### config.mk
export PLATFORM = sky130hd
export DESIGN_NAME = filter_bank_rr
export DESIGN_NICKNAME = d
export VERILOG_FILES = /design/src/rtl/filter_bank_pkg.sv /design/src/rtl/filter_buffer.sv /design/src/rtl/filter_bank_rr.sv
export SDC_FILE = /design/constraint.sdc
export NUM_CORES = 2
export LEC_CHECK = 0
export CAP_MARGIN = 40
export CORE_ASPECT_RATIO = 1.1
export CORE_MARGIN = 2
export CORE_UTILIZATION = 44
export DETAILED_ROUTE_END_ITERATION = 16
export PLACE_DENSITY = 0.7
export SLEW_MARGIN = 20
export SYNTH_ARGS = -nofsm -noshare
export SYNTH_HDL_FRONTEND = slang
export SYNTH_HIERARCHICAL = 1
export SYNTH_SLANG_ARGS = --single-unit
### constraint.sdc
create_clock -name clk -period 19 [get_ports clk]
set_input_delay 2.85 -clock clk [delete_from_list [all_inputs] [get_ports clk]]
set_output_delay 2.85 -clock clk [all_outputs]
set_load 0.005 [all_outputs]
### src/rtl/filter_bank_pkg.sv
// Shared definitions for the filter bank: pair word layout, cutoff constant
// and the channel-index width helper.
package filter_bank_pkg;

  // Field position inside a pair word, in DATA_WIDTH units ({r2,dx,dy,dz}, dz in LSBs)
  localparam int FLD_DZ      = 0;
  localparam int FLD_DY      = 1;
  localparam int FLD_DX      = 2;
  localparam int FLD_R2      = 3;
  localparam int PAIR_FIELDS = 4;

  localparam logic [31:0] CUTOFF_2 = 32'h43100000;

  function automatic int chan_w(input int n);
    return (n <= 2) ? 1 : $clog2(n);
  endfunction

endpackage

### src/rtl/filter_buffer.sv
// Per-channel sync FIFO with occupancy count, registered almost-full and a
// sticky overflow flag for writes dropped while full.
module filter_buffer #(
  parameter int WIDTH     = 128,
  parameter int DEPTH     = 8,
  parameter int AW        = 3,
  parameter int AF_MARGIN = 2
) (
  input  logic             clk,
  input  logic             rst,
  input  logic             push,
  input  logic             pop,
  input  logic [WIDTH-1:0] wdata,
  output logic [WIDTH-1:0] head,
  output logic [AW:0]      count,
  output logic             empty,
  output logic             almost_full,
  output logic             overflow
);

  logic [WIDTH-1:0] mem [DEPTH];
  logic [AW-1:0]    wptr, rptr;
  logic [AW:0]      count_nxt;
  logic             full, do_push, do_pop;

  assign full    = (count == (AW+1)'(DEPTH));
  assign empty   = (count == '0);
  assign do_pop  = pop && !empty;
  // A full buffer still accepts a write when the head leaves in the same cycle
  assign do_push = push && (!full || do_pop);
  assign head    = mem[rptr];

  always_comb begin
    count_nxt = count;
    if (do_push && !do_pop)      count_nxt = count + 1'b1;
    else if (!do_push && do_pop) count_nxt = count - 1'b1;
  end

  always_ff @(posedge clk or negedge rst) begin
    if (!rst) begin
      wptr        <= '0;
      rptr        <= '0;
      count       <= '0;
      almost_full <= 1'b0;
      overflow    <= 1'b0;
    end else begin
      if (do_push) wptr <= wptr + 1'b1;
      if (do_pop)  rptr <= rptr + 1'b1;
      count       <= count_nxt;
      almost_full <= (((AW+1)'(DEPTH) - count_nxt) <= (AW+1)'(AF_MARGIN));
      if (push && !do_push) overflow <= 1'b1;
    end
  end

  always_ff @(posedge clk) begin
    if (do_push) mem[wptr] <= wdata;
  end

endmodule

### src/rtl/filter_bank_rr.sv
// Bank of per-channel pair buffers drained by a round-robin arbiter into a
// single registered output stage with valid/ready style hold.
module filter_bank_rr
  import filter_bank_pkg::*;
#(
  parameter int DATA_WIDTH               = 32,
  parameter int NUM_FILTER               = 4,
  parameter int FILTER_BUFFER_DEPTH      = 8,
  parameter int FILTER_BUFFER_ADDR_WIDTH = 3,
  parameter int AF_MARGIN                = 2
) (
  input  logic                                       clk,
  input  logic                                       rst,
  input  logic [NUM_FILTER-1:0]                      in_valid,
  input  logic [NUM_FILTER*PAIR_FIELDS*DATA_WIDTH-1:0] in_data,
  output logic [NUM_FILTER-1:0]                      back_pressure,
  input  logic                                       out_ready,
  output logic                                       out_valid,
  output logic [DATA_WIDTH-1:0]                      r2,
  output logic [DATA_WIDTH-1:0]                      dx,
  output logic [DATA_WIDTH-1:0]                      dy,
  output logic [DATA_WIDTH-1:0]                      dz,
  output logic [chan_w(NUM_FILTER)-1:0]              out_sel,
  output logic                                       all_empty,
  output logic [NUM_FILTER-1:0]                      overflow
);

  localparam int PW = PAIR_FIELDS * DATA_WIDTH;
  localparam int SW = chan_w(NUM_FILTER);
  localparam int AW = FILTER_BUFFER_ADDR_WIDTH;

  logic [NUM_FILTER-1:0][PW-1:0] head;
  logic [NUM_FILTER-1:0][AW:0]   count;
  logic [NUM_FILTER-1:0]         empty, idle, pop;
  logic [SW-1:0]                 last_grant, gnt_idx;
  logic                          load, gnt_any;

  for (genvar g = 0; g < NUM_FILTER; g++) begin : g_ch
    assign pop[g]  = gnt_any && (gnt_idx == SW'(g));
    assign idle[g] = (count[g] == '0);

    filter_buffer #(
      .WIDTH     (PW),
      .DEPTH     (FILTER_BUFFER_DEPTH),
      .AW        (AW),
      .AF_MARGIN (AF_MARGIN)
    ) u_buf (
      .clk         (clk),
      .rst         (rst),
      .push        (in_valid[g]),
      .pop         (pop[g]),
      .wdata       (in_data[g*PW +: PW]),
      .head        (head[g]),
      .count       (count[g]),
      .empty       (empty[g]),
      .almost_full (back_pressure[g]),
      .overflow    (overflow[g])
    );
  end

  assign load      = !out_valid || out_ready;
  assign all_empty = (&idle) && !out_valid;

  // Search starts one past the last winner and wraps; empty reflects only
  // registered state, so same-cycle writes are never bypassed.
  always_comb begin
    int            c;
    logic [SW-1:0] cs;
    gnt_any = 1'b0;
    gnt_idx = '0;
    c       = 0;
    cs      = '0;
    for (int i = 1; i <= NUM_FILTER; i++) begin
      c  = (int'(last_grant) + i) % NUM_FILTER;
      cs = SW'(c);
      if (!gnt_any && !empty[cs]) begin
        gnt_any = 1'b1;
        gnt_idx = cs;
      end
    end
    if (!load) gnt_any = 1'b0;
  end

  always_ff @(posedge clk or negedge rst) begin
    if (!rst) begin
      out_valid  <= 1'b0;
      out_sel    <= '0;
      r2         <= '0;
      dx         <= '0;
      dy         <= '0;
      dz         <= '0;
      last_grant <= SW'(NUM_FILTER - 1);
    end else if (gnt_any) begin
      out_valid  <= 1'b1;
      out_sel    <= gnt_idx;
      last_grant <= gnt_idx;
      r2         <= head[gnt_idx][FLD_R2*DATA_WIDTH +: DATA_WIDTH];
      dx         <= head[gnt_idx][FLD_DX*DATA_WIDTH +: DATA_WIDTH];
      dy         <= head[gnt_idx][FLD_DY*DATA_WIDTH +: DATA_WIDTH];
      dz         <= head[gnt_idx][FLD_DZ*DATA_WIDTH +: DATA_WIDTH];
    end else if (load) begin
      out_valid  <= 1'b0;
    end
  end

endmodule
== Word-level counts from Yosys, hierarchy flattened ==
Memories as Yosys holds them, arrays and structs flattened.
Cells that the tools add are included.
Storage, ports and cells
  memories kept: 4
  bits in registers: 181
  logic and storage cells: 170
  output and inout port bits: 140
  bits of input ports: 519
  memory bits (writable): 4096
Memory list
  g_ch[0].u_buf.mem: words 8, bits a word 128, rd ports 1, clocked after memory_dff 0, wr ports 1, line filter_buffer.sv:21  | logic [WIDTH-1:0] mem [DEPTH];
  g_ch[1].u_buf.mem: words 8, bits a word 128, rd ports 1, clocked after memory_dff 0, wr ports 1, line filter_buffer.sv:21
  g_ch[2].u_buf.mem: words 8, bits a word 128, rd ports 1, clocked after memory_dff 0, wr ports 1, line filter_buffer.sv:21
  g_ch[3].u_buf.mem: words 8, bits a word 128, rd ports 1, clocked after memory_dff 0, wr ports 1, line filter_buffer.sv:21
Operators by class
  equality and inequality tests: 7
  $lt $le $gt $ge: 9
  reduce and logical (&&, ||, !) cells: 62
  multiplexer cells: 37
  add/sub/neg operators: 24
Operators with widths (count)
  128-bit binary-select mux with 2-bit select: 1
  128-bit two-way mux: 1
  4-bit two-way mux: 8
  1-bit logical AND: 28
  3-bit by 1-bit adder with 3-bit output, second input constant: 8
  1-bit zero test: 22
  1-bit two-way mux: 19
  4-bit by 1-bit adder with 4-bit output, second input constant: 4
  4-bit == test, second input constant: 4
  4-bit by 2-bit <= comparator with 1-bit output, second input constant: 4
  4-bit zero test: 4
  4-bit by 1-bit subtractor with 4-bit output, second input constant: 4
  4-bit subtractor, first input constant: 4
  2-bit by 3-bit less-than comparator with 1-bit output, second input constant: 5
  1-bit binary-select mux with 2-bit select: 4
  2-bit two-way mux: 4
  1-bit logical OR: 5
  2-bit by 1-bit adder with 2-bit output, second input constant: 2
  2-bit adder, second input constant: 2
  2-bit == test, second input constant: 2
  4-bit AND reduction: 1
  2-bit by 1-bit == test with 1-bit output, second input constant: 1
  2-bit zero test: 1
  2-bit nonzero test: 1

== Longest topological paths before layout ==
  depth after elaboration: 23
  mapped depth: 18
  gate-level depth less buffers: 14

== Hierarchy ==
The synthesis kept the hierarchy.
Modules (own cells, without submodules)
  filter_buffer at g_ch[2].u_buf ...: area each 39061.2 um2, seq. area each 31049.8 um2, cells each 1565, times used 2
  filter_buffer at g_ch[0].u_buf ...: area each 39032.4 um2, seq. area each 31049.8 um2, cells each 1564, times used 2
  filter_bank_rr: area each 8117.8 um2, seq. area each 3330.7 um2, cells each 756, times used 1

== Worst setup path before layout ==
OpenSTA, ideal clock, no wires.
  path kind: in2reg
  start point: input port out_ready
  end point: memory g_ch[2].u_buf.mem[0][0], enable pin
  path slack: 1.740 ns
  cell stages on the path: 11
  setup time: 0.928 ns
  buffers on the path: 4
  required time: 18.072 ns
  data arrival time: 16.332 ns
  cells stage by stage: nand2b_1 > nand2_1 > or2_1 > buf_2 > buf_6 > buf_4 > nor2_1 > buf_2 > nor3b_1 > nand2b_1 > nor4_1
On the way
  word-level cells in the longest chain between the ends: 8
Ends and longest elaborated chain
  from (decl): line filter_bank_rr.sv:17  | input logic out_ready,
  1-bit logical OR: line filter_bank_rr.sv:61  | assign load = !out_valid || out_ready;
  1-bit two-way mux: line filter_bank_rr.sv:81  | if (!load) gnt_any = 1'b0;
  1-bit logical AND: line filter_bank_rr.sv:39  | assign pop[g] = gnt_any && (gnt_idx == SW'(g));
  net pop[2]: line filter_bank_rr.sv:34  | logic [NUM_FILTER-1:0] empty, idle, pop;
  1-bit logical AND: line filter_buffer.sv:28  | assign do_pop = pop && !empty;
  1-bit logical OR: line filter_buffer.sv:30  | assign do_push = push && (!full || do_pop);
  1-bit logical AND: line filter_buffer.sv:30
  1-bit two-way mux: line filter_buffer.sv:56  | if (do_push) mem[wptr] <= wdata;
  1-bit two-way mux (implied by the code): line filter_buffer.sv:56
  to (decl): line filter_buffer.sv:21
The timed path passes the listed nets, and every way through them passes these cells.

== Worst setup path after layout ==
  start point: input port out_ready
  end point: memory g_ch[2].u_buf.mem[0][55], enable pin
The elaborated chain is that of the path after synthesis.

==> impl_metrics.yaml <==
yosys:
  synthFlopType: "edfxtp_1"
  synth_edf_count: 4096
  synthCells: 7014
  yosysWarnings: 6
  synth_cell_type_count: 60
  ys_ff_latch: 4277
  avgSynthCellArea_um2: 23.4
  ys_async_sr_fraction_pct: 4.23
  yosysSeqAreaShare_pct: 77.6
  syn_area_um2: 164000
  syn_nets: 7549
timing:
  tightest_slew_ns: 1.27
  fin_crit_sh_pct: 40.8
  fin_crit_ns: 7.75
  fin_hold_ws_ns: 0.482
  hold_violations: 0
  worst_slack_ns: 11.25
  setup_tns_ns: 0
  setup-violations-final: 0
  finalMaxSlewViolations: 0
  rsz0062_at_grt: "no"
  fmax_ghz: 0.129
  skew_ns: 0.0664
  slew_headroom_pct: 15.4
global_route:
  grt_pass1_vias: 77395
  grtUsageTotal_pct: 21.4
  grt.overflow.total: 0
  antenna_found_initial: 234
  grt_start_max_net_pins: 140
  grt_pass1_wl_um: 583000
finish:
  final_cell_mix: "edfxtp_1 (4096), mux4_2 (1024), clkdlybuf4s50_1 (657)"
  layout-drive-gt1-share_pct: 29.3
  regArea_um2: 128000
  multiInputGateArea_um2: 35200
  finalNonFillerCells: 13311
  final_common_cell: "edfxtp_1"
  area_growth_syn_to_layout_pct: 16.7
  final.fill_count: 27949
  num-nets-final: 8444
clock_network:
  cts_resized: 0
  cts_sinks: 4277
  insertion_delay_ns: 0.95
  cts_tree: "done"
  numCtsBuffers: 404
  ctsLongestPathBuffers: 4
  root_buffer: "clkbuf_16"
  htree_levels: 5
  cts.reportedPaths.clkPinSlew_ns: 0.06
  cts_setup_buffers: 0
  ctsHoldBuffers: 0
critical_path:
  slowest_delay_ns: 0.75
  regToRegStartpoint: "g_ch[0].u_buf/count[1]"
  crit_required_ns: 19.54
  worstSetupPathType: "in -> reg"
  crit_arrival_ns: 8.29
  worstPathMaxFanout: 68
  r2r_cells: 16
  cpMostUsedCell: "buf_4"
  r2r_slack_ns: 12.35
  end_kind: "register"
  r2r_end: "g_ch[2].u_buf/mem[0][55]"
  path_cells: "clkdlybuf4s50_1 -> nand2b_1 -> nand2_4 -> or2_4 -> buf_4 -> nor2_1 -> nor3b_1 -> nand2b_1 -> nor4_2 -> buf_4 -> buf_4 -> buf_4"
  slowest_stage: "buf_4"
  cp-start-kind: "input port"
floorplanning:
  die_x_um: 587
  design.core.area_um2: 372000
  initial_core_util_pct: 44.2
  io_pins: 659
  dieArea_um2: 378000
  core.rowCount: 235
  die_h_um: 645
job:
  drv_cap: 0
min_path:
  hp-class: "reg -> reg"
  min_from: "g_ch[2].u_buf/overflow"
  whs_endpoint: "g_ch[2].u_buf/overflow"
  hold_depth: 1
pwr:
  ir_worst_vdd_mv: 0.130
  leakagePower_nw: 61.3
  power.density_nw_per_um2: 159
status:
  status: "complete, no violations"
detailed_routing:
  firstDrtPassIters: 6
  drt_iter0_drc: 8891
  drc: 0
  wire_per_inst_um: 31.1
  vias: 77367
  antenna_left: 0
  wl_um: 414000
  vias_per_cell: 5.81
placement:
  port_buffers: 658
  gp_congestion: 0.927
  dpl_worst_slack_ns: 10.26
  dp_hpwl_um: 272000
  place_inst: 12464
==> per-stage QoR <==
stage	area, µm²	power, mW	util [%]
finish	192000	30.5	51.5
global route	192000	31.6	51.5
CTS	191000	30.6	51.4
detailed placement	178000	22.6	47.8
global placement	177000	22.2	47.5
floorplan	164000	19.0	-
==> logic make-up after synthesis <==
| group | count (synthesis) | share of synthesized area [%] |
|---|---|---|
| flip-flops | 4277 | 77.6 |
| multiplexers | 1802 | 19.2 |
| buffers and inverters | 388 | 1.09 |
| AND/OR/NAND/NOR | 320 | 0.934 |
| AO/OA/AOI/OAI | 191 | 0.961 |
| XOR/XNOR | 20 | 0.107 |
| adder cells (fa/ha/maj) | 16 | 0.122 |
==> worst max-delay path, delay by kind of cell <==
kind	cells	cell delay (ns)
simple gates	7	2.48
buf+inv	5	2.72
==> Yosys cell counts, drive strengths merged, types with 7 or more instances <==
cell type,count,share of area [%]
mux4,1024,14
ha,16,0.12
nor3,23,0.070
clkbuf,167,0.38
inv,19,0.043
mux2,516,3.5
xnor2,20,0.11
mux2i,262,1.6
nand3,10,0.030
or2,7,0.027
nand2,175,0.40
nor2,27,0.063
o21ai,11,0.034
dfrtp,179,2.7
o221ai,128,0.68
nand2b,12,0.046
nor4,8,0.030
edfxtp,4096,75
nor2b,22,0.087
buf,202,0.66
a21oi,11,0.034
==> sequential cells by signal, indices dropped and copies added (netlist names), 12 cells and up <==
| name | cells |
|---|---|
| g_ch.u_buf/wptr | 12 |
| g_ch.u_buf/count | 16 |
| g_ch.u_buf/mem | 4096 |
| dy | 32 |
| g_ch.u_buf/rptr | 12 |
| dz | 32 |
| dx | 32 |
| r2 | 32 |
==> power breakdown <==
group          internal (mW)  leakage, nW  switching, mW
clock network           4.58         6.39           3.43
registers               11.9         39.4          0.758
logic                   4.39         15.5           5.41
total                   20.9         61.3           9.60
==> per-layer routing <==
layer	vias to the layer above	global-route usage [%]	part of all wire, %
li1	31702	-	-
met1	41484	29.6	40
met2	3234	31.7	46
met3	783	6.37	9.9
met4	164	9.45	4.6
met5	-	0	0.25
==> worst max path at each step <==
stage / from / endpoint / slack (ns) / cells past startpoint
after floorplan: out_ready / g_ch[2].u_buf/mem[0][0] / 1.74 / 11
after global placement: out_ready / g_ch[1].u_buf/mem[4][62] / 10.23 / 13
after detailed placement: out_ready / g_ch[2].u_buf/mem[3][48] / 10.26 / 12
after CTS: out_ready / g_ch[2].u_buf/mem[3][56] / 11.25 / 12
after global routing: out_ready / g_ch[2].u_buf/mem[0][51] / 10.94 / 12
final: out_ready / g_ch[2].u_buf/mem[0][55] / 11.25 / 12
==> layout make-up <==
type	instances	area share [%]
timing repair buffer	858	4.84
tap	4977	3.25
multi-input combinational	2349	18.4
antenna	98	0.128
inverter	19	0.0372
clock buffer	497	5.57
clock inverter	236	1.28
sequential	4277	66.5
No activity file was read; power rests on OpenSTA's default activity.
